### src/rtl/led_arb_pkg.sv
// led_arb_pkg: shared state encoding and color field layout for the RGB LED arbiter.
package led_arb_pkg;
   typedef enum logic [1:0] {ST_IDLE = 2'd0, ST_OWN = 2'd1, ST_SWITCH = 2'd2} state_e;
   localparam int COLOR_W = 24;
   localparam int DUTY_W  = 8;
   localparam int OFS_R   = 16;
   localparam int OFS_G   = 8;
   localparam int OFS_B   = 0;
endpackage

### src/rtl/rgb_pwm.sv
// rgb_pwm: 8-bit three-channel PWM with prescaler and period-aligned shadow color reload.
module rgb_pwm
   import led_arb_pkg::*;
#(
   parameter int PRESCALE = 1
) (
   input  logic               clk,
   input  logic               reset,
   input  logic               clear,
   input  logic               enable,
   input  logic [COLOR_W-1:0] color_in,
   output logic               led_red,
   output logic               led_green,
   output logic               led_blue
);
   localparam int PW = PRESCALE > 1 ? $clog2(PRESCALE) : 1;
   logic [PW-1:0]      psc_q;
   logic [DUTY_W-1:0]  cnt_q;
   logic [COLOR_W-1:0] shadow_q;
   logic               step;
   assign step = psc_q == PW'(PRESCALE - 1);
   // Shadow only reloads on the 255->0 step so a period never mixes two duties.
   always_ff @(posedge clk or posedge reset) begin
      if (reset) begin
         psc_q     <= '0;
         cnt_q     <= '0;
         shadow_q  <= '0;
         led_red   <= 1'b0;
         led_green <= 1'b0;
         led_blue  <= 1'b0;
      end else begin
         if (clear) begin
            psc_q    <= '0;
            cnt_q    <= '0;
            shadow_q <= color_in;
         end else if (enable && step) begin
            psc_q <= '0;
            cnt_q <= cnt_q + 1'b1;
            if (cnt_q == '1) shadow_q <= color_in;
         end else if (enable) begin
            psc_q <= psc_q + 1'b1;
         end
         led_red   <= enable && (shadow_q[OFS_R +: DUTY_W] > cnt_q);
         led_green <= enable && (shadow_q[OFS_G +: DUTY_W] > cnt_q);
         led_blue  <= enable && (shadow_q[OFS_B +: DUTY_W] > cnt_q);
      end
   end
endmodule

### src/rtl/rgb_led_arbiter.sv
// rgb_led_arbiter: fixed-priority owner selection with minimum hold and a blanking
// cycle between owners, driving the shared RGB LED through rgb_pwm.
module rgb_led_arbiter
   import led_arb_pkg::*;
#(
   parameter int NREQ        = 3,
   parameter int PRESCALE    = 1,
   parameter int HOLD_CYCLES = 8
) (
   input  logic                    clk,
   input  logic                    reset,
   input  logic [NREQ-1:0]         req,
   input  logic [COLOR_W*NREQ-1:0] color,
   output logic [NREQ-1:0]         grant,
   output logic                    busy,
   output logic                    led_red,
   output logic                    led_green,
   output logic                    led_blue
);
   localparam int IW = NREQ > 1 ? $clog2(NREQ) : 1;
   localparam int HW = HOLD_CYCLES > 0 ? $clog2(HOLD_CYCLES + 1) : 1;
   state_e         state_q, state_d;
   logic [IW-1:0]  owner_q, owner_d, top_idx;
   logic [HW-1:0]  hold_q, hold_d;
   logic [NREQ-1:0] grant_d;
   logic           any_req, higher, clear;
   always_comb begin
      top_idx = '0;
      higher  = 1'b0;
      for (int i = NREQ - 1; i >= 0; i--) if (req[i]) top_idx = IW'(i);
      for (int i = 0; i < NREQ; i++) if (req[i] && i < int'(owner_q)) higher = 1'b1;
      any_req = |req;
   end
   always_comb begin
      state_d = state_q;
      owner_d = owner_q;
      grant_d = grant;
      hold_d  = hold_q == '0 ? hold_q : hold_q - 1'b1;
      clear   = 1'b0;
      if (state_q != ST_OWN) begin
         state_d = any_req ? ST_OWN : ST_IDLE;
         owner_d = any_req ? top_idx : owner_q;
         grant_d = any_req ? NREQ'(1) << top_idx : '0;
         hold_d  = HW'(HOLD_CYCLES);
         clear   = any_req;
      end else if (!req[owner_q] || (hold_q == '0 && higher)) begin
         // An owner drop wins over preemption; the next grant re-arbitrates anyway.
         state_d = ST_SWITCH;
         grant_d = '0;
      end
   end
   always_ff @(posedge clk or posedge reset) begin
      if (reset) begin
         state_q <= ST_IDLE;
         owner_q <= '0;
         hold_q  <= '0;
         grant   <= '0;
      end else begin
         state_q <= state_d;
         owner_q <= owner_d;
         hold_q  <= hold_d;
         grant   <= grant_d;
      end
   end
   assign busy = state_q != ST_IDLE;
   rgb_pwm #(.PRESCALE(PRESCALE)) u_pwm (
      .clk      (clk),
      .reset    (reset),
      .clear    (clear),
      .enable   (state_q == ST_OWN),
      .color_in (color[COLOR_W*int'(owner_d) +: COLOR_W]),
      .led_red  (led_red),
      .led_green(led_green),
      .led_blue (led_blue)
   );
endmodule

### config.mk
export PLATFORM = sky130hd
export DESIGN_NAME = rgb_led_arbiter
export DESIGN_NICKNAME = d
export VERILOG_FILES = /design/src/rtl/led_arb_pkg.sv /design/src/rtl/rgb_pwm.sv /design/src/rtl/rgb_led_arbiter.sv
export SDC_FILE = /design/constraint.sdc
export NUM_CORES = 1
export LEC_CHECK = 0
export ABC_AREA = 0
export BUFFER_PORTS_ARGS = -buffer_cell sky130_fd_sc_hd__buf_4
export CAP_MARGIN = 10
export CELL_PAD_IN_SITES_DETAIL_PLACEMENT = 0
export CELL_PAD_IN_SITES_GLOBAL_PLACEMENT = 1
export CORE_MARGIN = 2
export CORE_UTILIZATION = 40
export DETAILED_ROUTE_END_ITERATION = 6
export PLACE_DENSITY = 0.9
export SYNTH_ARGS = -nofsm -noshare
export SYNTH_HDL_FRONTEND = slang
export SYNTH_SLANG_ARGS = --single-unit
### constraint.sdc
create_clock -name clk -period 2.6 [get_ports clk]
set_clock_uncertainty 0.2 [all_clocks]
set_input_delay 0.13 -clock clk [delete_from_list [all_inputs] [get_ports clk]]
set_output_delay 0.13 -clock clk [all_outputs]
set_load 0.01 [all_outputs]
Word level (Yosys, flattened, before mapping)

Cells that the tools add are included.

Flip-flop bits (word level): 47
Input bits: 77
Output and inout bits: 7
Logic and storage cells: 73

$add $sub $neg: 3
Multipliers: 1
Order comparisons: 7
Equality and inequality tests: 4
Shift operators: 2
Muxes and demuxes: 27
Bitwise operators: 1
Reduce and logical (&&, ||, !) cells: 18

Operators by type and width:

| cell                                                 | number |
|---|---|
| two-way mux 24 bit                                   | 3 |
| indexed part select 72 x 8 -> 24 bit                 | 1 |
| greater-than comparator 8 bit                        | 3 |
| two-way mux 8 bit                                    | 2 |
| two-way mux 2 bit                                    | 7 |
| two-way mux 1 bit                                    | 9 |
| two-way mux 3 bit                                    | 3 |
| adder 8 x 1 -> 8 bit (second input constant)         | 1 |
| equality test 8 bit (second input constant)          | 1 |
| logical AND 1 bit                                    | 8 |
| two-way mux 4 bit                                    | 2 |
| nonzero test 2 bit                                   | 4 |
| zero test 4 bit                                      | 1 |
| < comparator 1 x 2 -> 1 bit (first input constant)   | 2 |
| multiplier 2 x 2 -> 4 bit (first input constant)     | 1 |
| != test 2 x 1 -> 1 bit (second input constant)       | 2 |
| subtractor 4 x 1 -> 4 bit (second input constant)    | 1 |
| < comparator 2 x 3 -> 1 bit (second input constant)  | 1 |
| nonzero test 3 bit                                   | 1 |
| OR reduction 3 bit                                   | 1 |
| << shifter 1 x 2 -> 3 bit (first input constant)     | 1 |
| binary-select mux 1 bit (select 2 bit)               | 1 |
| equality test 2 x 1 -> 1 bit (second input constant) | 1 |
| < comparator 2 bit (first input constant)            | 1 |
| 5 further kinds                                      | 5 |

Depth between registers and ports, before layout

Gate-level depths: netlist (run 1).

Depth in word-level cells: 10
Mapped depth: 8
Gate-level depth less buffers: 7

Hierarchy

From an unflattened synthesis (run 1), not the netlist that was laid out.

Cell total of the unflattened synthesis: 279
Area, all modules: 3286.9 µm²

By module, submodules not included:

| module          | instances | cells each | area an instance (µm²) |
|---|---|---|---|
| rgb_pwm         | 1         | 162        | 2028.2 |
| rgb_led_arbiter | 1         | 117        | 1258.7 |

Least setup slack after synthesis (run 1)

No wires, ideal clock.

Path kind: register -> register
From: reg state_q[1]
To: reg u_pwm.shadow_q[10]
Library setup time: 0.128 ns
Arrival time: 1.732 ns
Setup slack: 0.539 ns
Stages on the path, launching flop included: 7
Path buffers: 1
Cells stage by stage: dfrtp_1 -> nand2b_1 -> a211oi_4 -> buf_2 -> mux2_2 -> a22oi_2 -> a21oi_2

Longest elaborated chain between the ends: 7
Elaborated cells on any way between the ends: 13
Those cells by class: mul: 1; eq/ne: 2; shift: 1; mux: 5; reduce/logical: 4

Ends and longest elaborated chain:

| element                              | RTL line              | source |
|---|---|---|
| start, declared                      | rgb_led_arbiter.sv:22 | `state_e state_q, state_d;` |
| start signal, assigned               | rgb_led_arbiter.sv:59 | `state_q <= state_d;` |
| != test 2 x 1 -> 1 bit               | rgb_led_arbiter.sv:40 | `if (state_q != ST_OWN) begin` |
| two-way mux 2 bit                    | rgb_led_arbiter.sv:40 |  |
| multiplier 2 x 2 -> 4 bit            | rgb_led_arbiter.sv:71 | `.color_in (color[COLOR_W*int'(owner_d) +: COLOR_W]),` |
| indexed part select 72 x 8 -> 24 bit | rgb_led_arbiter.sv:71 |  |
| two-way mux 24 bit                   | rgb_pwm.sv:39         | `if (cnt_q == '1) shadow_q <= color_in;` |
| two-way mux 24 bit                   | rgb_pwm.sv:36         | `end else if (enable && step) begin` |
| two-way mux 24 bit                   | rgb_pwm.sv:32         | `if (clear) begin` |
| end signal, assigned                 | rgb_pwm.sv:35         | `shadow_q <= color_in;` |
| end signal, assigned                 | rgb_pwm.sv:39         |  |
| end, declared                        | rgb_pwm.sv:19         | `logic [COLOR_W-1:0] shadow_q;` |

Several ways; a longest one is shown, not always the timed one. The select of a mux whose other input is x is not followed.
A chain may end at the register's enable or synchronous reset.

Worst setup path in the final report (run 1)

From: in req[0]
To: reg u_pwm.shadow_q[21]

Longest elaborated chain between the ends: 8
Elaborated cells on any way between the ends: 13
Those cells by class: mul: 1; shift: 1; mux: 7; reduce/logical: 4

Ends and longest elaborated chain:

| element                                                 | RTL line                                     | source |
|---|---|---|
| start, declared                                         | rgb_led_arbiter.sv:12                        | `input logic [NREQ-1:0] req,` |
| OR reduction 3 bit or two-way mux 2 bit (tied branches) | rgb_led_arbiter.sv:32, rgb_led_arbiter.sv:30 |  |
| two-way mux 2 bit                                       | rgb_led_arbiter.sv:42                        | `owner_d = any_req ? top_idx : owner_q;` |
| two-way mux 2 bit                                       | rgb_led_arbiter.sv:40                        |  |
| multiplier 2 x 2 -> 4 bit                               | rgb_led_arbiter.sv:71                        |  |
| indexed part select 72 x 8 -> 24 bit                    | rgb_led_arbiter.sv:71                        |  |
| two-way mux 24 bit                                      | rgb_pwm.sv:39                                |  |
| two-way mux 24 bit                                      | rgb_pwm.sv:36                                |  |
| two-way mux 24 bit                                      | rgb_pwm.sv:32                                |  |

Several ways; a longest one is shown, not always the timed one. The select of a mux whose other input is x is not followed.

==> metrics.txt, run 1 <==
status finished, final reports clean; # port buffers slightly above 80; Die Ht 92.94 um; CP max FO 48; CTS Buf Count 5; post_cts resized 0; CTS max path bufs 2; Final Slew Violations 0; Ports between 80 and 90; post-synthesis sequential area ratio 0.3717; mux share of post-synthesis cell area 0.08541; Synth Area in Adders 0.1068; Cell Area, Synth between 3000 and 4000 um2; Post-synth EDFFs 0; Synth Area in Compound Gates 0.2491; DIE AREA 8638 um2; Synth top area share 0.3717; slowest CP cell o31ai_1; TritonCTS clock tree done; Pleak about 1.9 nW; chip width between 90 and 100 um; final WL 7208 um; H-tree Lvls 2; WP data arrival about 2.3 ns; CTS Hold Bufs 27; xor and xnor area share after synthesis 0.01107; Max stage delay on crit path 0.76 ns; HP Class in2reg; Syn Area/Cell ~10 um2; Clk Latency, worst-skew pair approximately 0.31 ns; CP Launch Type input pin; Crit. path cell count 7; crit-path cells dlygate4sd3_1 > buf_4 > o31ai_1 > o41ai_4 > buf_12 > nor2_1 > a21oi_1; Final min period approximately 2.3 ns; Pwr Total roughly 4.4 mW; RSZ-0062 raised after global routing false; Antenna Violating Nets Remaining 0; Relative slew margins 0.3950; worst vdd ir between 0.0004 and 0.0005 V; Least-Margin Pin Slew between 0.8 and 0.9 ns; Initial Util 0.4116; Yosys reg bits 47; worst r2r src state_q[1]; vias per cell approximately 5.2; met2 wire len roughly 3600 um; final cell count without fillers 524; P per Cell Area around 1000 nW/um2; core area between 7000 and 8000 um2; number of max-cap violations 0; syn_nets about 420; crit path from req[0]; fillers approximately 690; Row Count 32; Placed Instances 489; delay-heaviest family, CP compound AO/OA/AOI/OAI gates; largest cells by area after synthesis dfrtp_1, ha_1, mux2_2; leading area contributor after synthesis dfrtp_1; fin crit share 0.8773; WS Path Type in2reg; root buf cell clkbuf_8; largest net degree at the start of global routing 49; worst path required time around 2.6 ns; CTS clk-pin slew, worst paths 0.10 ns; area growth from synthesis to layout 35.27%; met3 routed WL 349 um; top achievable clock speed roughly 440 MHz; count leader, synth dfrtp_1; ys flop type dfrtp_1; TritonRoute pass-1 iters 4; ant diodes 0; layout net count 525; ys async rst share 1.000; DRT iter0 DRCs around 160; R2R Setup Slk between 0.3 and 0.4 ns; Final HPWL DP ~5300 um; Setup TNS 0 ns; first-pass GRT wire length ~13000 um; combinational family with the most area after synthesis compound AO/OA/AOI/OAI gates; Cells after Synth 312; initial antenna violation count 0; final core utilization 0.5568; Final GP Congestion 0.8530; Yosys Warn Count 0; wl on met1 approximately 3200 um; GR Overflow Total 0; post-synthesis cell type count 37; commonest cells in the netlist dfrtp_1, nor2_1, ha_1, mux2_2; reg-to-reg endpoint u_pwm.shadow_q[23]; Setup crit end u_pwm.shadow_q[21]; All-Layer GR Usage 0.1824; clock sinks 47; wire per inst 13.76 um; post-synthesis simple-gate area fraction 0.1325; fraction of layout cells with a size suffix above 1 0.3981; Multi-input gate area around 1900 um2; CP bufs+invs 3; Setup Buffers After CTS 0; reg2reg path depth 5; vias in the first global route approximately 2800; register area 1176 um2; setup violators final 0; via count ~2700; uppermost layer routed met4; Final Hold Fails 0; Post-route DRC 0; final hold slack roughly 0.033 ns; Setup crit end kind flop
==> state kept, by name, indices dropped and copies added, names as in the netlist <==
register / count
u_pwm.shadow_q: 24
u_pwm.cnt_q: 8
hold_q: 4
u_pwm.led_green: 1
u_pwm.psc_q: 1
state_q: 2
u_pwm.led_red: 1
owner_q: 2
u_pwm.led_blue: 1
grant: 3
==> routing by layer <==
metal,vias up,track usage
met5,-,0
met4,0,0.05025
met3,9,0.02522
met2,79,0.3170
met1,1268,0.2372
li1,1346,-
==> logic make-up (layout without fill, tap and decap cells) <==
group | count (synthesis) | count (layout)
AO/OA/AOI/OAI | 96 | 96
XOR/XNOR | 4 | 4
adder cells (fa/ha/maj) | 27 | 27
buffers and inverters | 30 | 140
flip-flops | 47 | 47
multiplexers | 24 | 24
AND/OR/NAND/NOR | 84 | 84
==> layout make-up <==
| cell class | instances | area share |
|---|---|---|
| Multi-Input combinational cell | 235 | 0.4350 |
| Clock inverter | 3 | 0.004385 |
| Timing Repair Buffer | 117 | 0.2268 |
| Clock buffer | 5 | 0.01608 |
| Tap cell | 102 | 0.02982 |
| Sequential cell | 47 | 0.2748 |
| Inverter | 15 | 0.01315 |
==> metrics by stage <==
stage               cell area (um2)  setup slack [ns]
finish                         4280            0.3191
CTS                            4280            0.3260
global placement               3923            0.4433
floorplan                      3164            0.5391
global route                   4280            0.1992
detailed placement             3923            0.4040
==> worst min-delay path by stage <==
stage / from / cells past startpoint / endpoint
floorplan: req[0] / 2 / grant[0]
global placement: reset / 2 / hold_q[2]
detailed placement: reset / 2 / hold_q[2]
CTS: req[1] / 4 / grant[2]
global route: color[33] / 4 / u_pwm.shadow_q[9]
finish: color[9] / 4 / u_pwm.shadow_q[9]
==> cell usage in the layout (no fill, tap or decap), drive strengths merged, types with 2 or more instances in the layout <==
| cell | instances |
|---|---|
| clkinv | 2 |
| nand2 | 12 |
| o21bai | 3 |
| a21o | 7 |
| ha | 27 |
| dfrtp | 47 |
| buf | 90 |
| a21oi | 39 |
| or2 | 2 |
| xnor2 | 4 |
| nor2b | 5 |
| a22oi | 24 |
| o21ai | 12 |
| clkbuf | 5 |
| nor2 | 35 |
| o41ai | 2 |
| dlygate4sd3 | 27 |
| nand4 | 7 |
| mux2 | 24 |
| o21a | 6 |
| nor3 | 7 |
| nor3b | 3 |
| nand2b | 3 |
| inv | 16 |
| nand3 | 5 |
==> report_power, final <==
group	internal [mW]	total, mW	leakage (nW)	switching, mW
registers	1.05	1.27	0.571	0.220
logic	1.28	2.66	1.30	1.39
clock network	0.190	0.450	0.0483	0.260
total	2.52	4.39	1.92	1.87
==> worst reg2reg max path, stage by stage, from the launching register on <==
cell	delay, ns
dfrtp_1	0.42
nand2b_1	0.22
a21oi_1	0.30
or2_2	0.64
a22oi_2	0.18
a21oi_1	0.17
(Power assumes the default switching activity.)
==> run 2, diff against run 1 <==
--- a/config.mk
+++ b/config.mk
@@ -8,7 +8,7 @@
 export ABC_AREA = 0
 export BUFFER_PORTS_ARGS = -buffer_cell sky130_fd_sc_hd__buf_4
 export CAP_MARGIN = 10
-export CELL_PAD_IN_SITES_DETAIL_PLACEMENT = 0
+export CELL_PAD_IN_SITES_DETAIL_PLACEMENT = 1
 export CELL_PAD_IN_SITES_GLOBAL_PLACEMENT = 1
 export CORE_MARGIN = 2
 export CORE_UTILIZATION = 40
==> metrics.txt, run 2 (synthesized netlist as in run 1, its figures left out) <==
area growth from synthesis to layout 34.91%; CTS Hold Bufs 27 (unchanged); Clk Latency, worst-skew pair 0.31 ns (about the same); number of max-cap violations 0 (unchanged); WP data arrival 2.40 ns (+0.13 ns); via count 2834 (+4.9%); ant diodes 0 (unchanged); post_cts resized 0 (unchanged); DRT iter0 DRCs 74 (-53%); GR Overflow Total 0 (unchanged); vias in the first global route 3154 (+13%); Row Count 32 (unchanged); clock sinks 47 (unchanged); Post-route DRC 0 (unchanged); CTS Buf Count 5 (unchanged); layout net count 525 (unchanged); CTS max path bufs 2 (unchanged); P per Cell Area 1064 nW/um2 (+3.8%); root buf cell clkbuf_8; fraction of layout cells with a size suffix above 1 0.3952 (-0.002866); worst path required time 2.58 ns (about the same); biggest regs u_pwm.shadow_q (24), u_pwm.cnt_q (8), hold_q (4); Relative slew margins 0.3307 (-0.06425); setup violators final 0 (unchanged); Pwr Total 4.540 mW (+3.5%); wire per inst 18.12 um (+32%); reg2reg path depth 6 (+1); Least-Margin Pin Slew 0.9954 ns (+0.09556 ns); HP Class in2reg; WS Path Type in2reg; Setup TNS 0 ns (unchanged); # port buffers 83 (unchanged); most frequent cells in the layout buf_4, dfrtp_1, nor2_1; largest net degree at the start of global routing 49 (unchanged); TritonRoute pass-1 iters 4 (unchanged); TritonCTS clock tree done; Final Hold Fails 0 (unchanged); Die Ht 92.94 um (unchanged); CTS clk-pin slew, worst paths 0.09 ns (about the same); Final GP Congestion 0.8530 (unchanged); DIE AREA 8638 um2 (unchanged); status finished, final reports clean; All-Layer GR Usage 0.2331 (+0.05068); top achievable clock speed 411.6 MHz (-6.1%); final WL 9457 um (+31%); max FFs per register 24 (unchanged); core area 7687 um2 (unchanged); fin crit share 0.9344 (+0.05716); most flop-heavy register u_pwm.shadow_q; first-pass GRT wire length 15750 um (+23%); Setup Buffers After CTS 0 (unchanged); chip width 92.94 um (unchanged); CP Launch Type input pin; vias per cell 5.429 (+5.3%); Setup crit end kind flop; Antenna Violating Nets Remaining 0 (unchanged); worst vdd ir 0.0003985 V (-18%); CP max FO 48 (unchanged); Pleak 1.908 nW (-0.64%); Final Slew Violations 0 (unchanged); hold path cells 4 (unchanged); Initial Util 0.4116 (unchanged); initial antenna violation count 0 (unchanged); H-tree Lvls 2 (unchanged); Ports 84 (unchanged); RSZ-0062 raised after global routing false; most common cell after layout, fill and taps aside buf_4; Final min period 2.430 ns (+0.1486 ns); Final HPWL DP 6501 um (+23%)
## run 2: changes by cell type in the layout (fill, tap and decap cells not counted), sizes merged
cell      delta
clkinv       -2
clkinvlp     +1
inv          -1
## run 2: path summary, 6_finish.rpt
kind,from,end,slack [ns]
hold reg to reg,u_pwm.cnt_q[6],u_pwm.cnt_q[6],0.33
hold / removal,color[40],u_pwm.shadow_q[16],0.04
min in group asynchronous,reset,u_pwm.shadow_q[9],0.17
setup reg to reg,u_pwm.cnt_q[0],u_pwm.shadow_q[19],0.31
setup / recovery,req[0],u_pwm.shadow_q[19],0.17
max in group asynchronous,reset,u_pwm.cnt_q[5],1.28
## run 2: cell type report
cell class	count	area, um2
clock inverters	1	7.507
multi-input cells	235	1862
clock buffers	5	68.82
flip-flops and latches	47	1176
fillers	862	3418
inverters	15	56.30
repair buffers	117	970.9
well taps	102	127.6
## run 2: worst max-delay path, stage by stage
cell and delay [ns]:
dlygate4sd3_1 0.53, buf_4 0.17, o31ai_1 0.83, o41ai_4 0.23
buf_12 0.25, nor2_1 0.17, a21oi_1 0.08
## run 2: where the power goes
part	internal [mW]	switching, mW	total (mW)
clock	0.179	0.251	0.430
combinational	1.30	1.52	2.81
sequential	1.05	0.243	1.30
## run 2: metal layers
layer,routed length [um],track usage
met4,119,0.06127
met3,321,0.03173
met5,0,0
met2,5194,0.4529
met1,3822,0.2639
## run 2: through the flow
| step | instance area (um2) | setup WS (ns) | instances | util | hold WS (ns) |
|---|---|---|---|---|---|
| after global routing | 4269 | 0.1151 | 522 | 0.5553 | 0.04344 |
| final | 4269 | 0.1705 | 522 | 0.5553 | 0.03798 |
| after floorplan | 3164 | 0.5391 | 312 | - | 0.1035 |
| after detailed placement | 3923 | 0.3642 | 489 | 0.5103 | -0.04089 |
| after CTS | 4269 | 0.2974 | 522 | 0.5553 | 0.03491 |
| after global placement | 3923 | 0.4433 | 489 | 0.5103 | -0.05556 |
==> run 3, diff against run 2 <==
--- a/config.mk
+++ b/config.mk
@@ -13,7 +13,7 @@
 export CORE_MARGIN = 2
 export CORE_UTILIZATION = 40
 export DETAILED_ROUTE_END_ITERATION = 6
-export PLACE_DENSITY = 0.9
+export PLACE_DENSITY = 0.83
 export SYNTH_ARGS = -nofsm -noshare
 export SYNTH_HDL_FRONTEND = slang
 export SYNTH_SLANG_ARGS = --single-unit
==> metrics.txt, run 3 (synthesized netlist as in run 1, its figures left out) <==
ant diodes 0 (unchanged); CP Launch Type flop; initial antenna violation count 0 (unchanged); fin crit share 0.9149 (-0.01954); max FFs per register 24 (unchanged); HP Class in2reg; chip width 92.94 um (unchanged); post-place instance area 3953 um2 (+0.77%); worst path required time 2.62 ns (+0.04 ns); status finished, final reports clean; worst vdd ir 0.0004536 V (+14%); Design Area, Final 4322 um2 (+1.2%); first-pass GRT wire length 14680 um (-6.7%); final core utilization 0.5622 (+0.006835); top achievable clock speed 420.4 MHz (+2.1%); DRT iter0 DRCs 97 (+31%); Relative slew margins 0.4837 (+0.1530); Final Slew Violations 0 (unchanged); TritonCTS clock tree done; Final min period 2.379 ns (-0.05081 ns); Pleak 1.944 nW (+1.9%); Initial Util 0.4116 (unchanged); layout net count 530 (+0.95%); setup violators final 0 (unchanged); CTS max path bufs 2 (unchanged); wire per inst 16.85 um (-7.0%); Least-Margin Pin Slew 0.7744 ns (-0.2210 ns); Clk Latency, worst-skew pair 0.30 ns (about the same); Placed Instances 493 (+0.82%); vias per cell 5.361 (-1.3%); Setup crit end kind flop; Final GP Congestion 0.8625 (+1.1%); most frequent cells in the layout buf_4, dfrtp_1, nor2_1; All-Layer GR Usage 0.2130 (-0.02002); DIE AREA 8638 um2 (unchanged); final WL 8913 um (-5.8%); Post-route DRC 0 (unchanged); core area 7687 um2 (unchanged); biggest regs u_pwm.shadow_q (24), u_pwm.cnt_q (8), hold_q (4); area growth from synthesis to layout 36.58%; number of max-cap violations 0 (unchanged); final cell count without fillers 529 (+1.3%); Final HPWL DP 6547 um (+0.71%); H-tree Lvls 2 (unchanged); Antenna Violating Nets Remaining 0 (unchanged); Hold Crit Start req[1]; P per Cell Area 1052 nW/um2 (-1.1%); root buf cell clkbuf_8; Setup Buffers After CTS 0 (unchanged); Setup TNS 0 ns (unchanged); CTS clk-pin slew, worst paths 0.08 ns (about the same); RSZ-0062 raised after global routing false; Row Count 32 (unchanged); crit path from state_q[1]; most common cell after layout, fill and taps aside buf_4; Die Ht 92.94 um (unchanged); fraction of layout cells with a size suffix above 1 0.4052 (+0.009914); WS Path Type reg2reg; CTS Buf Count 5 (unchanged); CP max FO 24 (-50%); most flop-heavy register u_pwm.shadow_q; final hold slack 0.04480 ns (+0.006824 ns); worst r2r src state_q[1]; vias in the first global route 3109 (-1.4%); via count 2836 (+0.071%); Ports 84 (unchanged); largest net degree at the start of global routing 43 (-12%); GR Overflow Total 0 (unchanged); clock sinks 47 (unchanged); # port buffers 83 (unchanged); TritonRoute pass-1 iters 4 (unchanged); fillers 890 (+3.2%); Final Hold Fails 0 (unchanged); WP data arrival 2.40 ns (about the same)
## run 3: power breakdown
part	internal (mW)	switching [mW]
logic	1.33	1.50
clock network	0.184	0.246
registers	1.05	0.234
## run 3: layout make-up
cell class / count / area (um2) / share of cell area
clock inverter: 3 / 15.01 / 0.003474
multi-input combinational: 235 / 1867 / 0.4320
timing repair buffer: 122 / 1011 / 0.2339
sequential: 47 / 1176 / 0.2721
inverter: 15 / 56.30 / 0.01303
tap: 102 / 127.6 / 0.02953
clock buffer: 5 / 68.82 / 0.01592
## run 3: worst max-delay path, stage by stage (launching register included)
cell and delay, ns:
dfrtp_1 0.40, nand2b_1 0.27, a211oi_4 0.46, nor3b_4 0.25
buf_4 0.37, a22oi_1 0.15, a21oi_1 0.20
## run 3: final timing paths
| path | cells past startpoint | to | slack, ns |
|---|---|---|---|
| hold reg to reg | 1 | u_pwm.cnt_q[6] | 0.32 |
| min in group asynchronous | 3 | hold_q[0] | 0.27 |
| setup / recovery | 6 | u_pwm.shadow_q[20] | 0.22 |
| hold / removal | 4 | grant[2] | 0.04 |
| max in group asynchronous | 4 | u_pwm.cnt_q[3] | 1.33 |
| setup reg to reg | 6 | u_pwm.shadow_q[20] | 0.22 |
## run 3: routing by layer
metal	track usage	share of wire
met4	0.04779	0.014
met5	0	0
met2	0.3919	0.51
met1	0.2632	0.43
met3	0.02929	0.038
## run 3: timing repair
action | in CTS | in global routing
hold buffers | 28 | 0
endpoints found under the hold margin | 54 | 0
gates resized for setup | 0 | 1
endpoints found under the setup margin | 0 | 2
## run 3: per-stage QoR
step / setup slack, ns / power, mW
floorplan: 0.5391 / 3.273
global placement: 0.3388 / 3.931
detailed placement: 0.1919 / 4.095
CTS: 0.1760 / 4.604
global route: 0.06846 / 4.944
finish: 0.2213 / 4.546
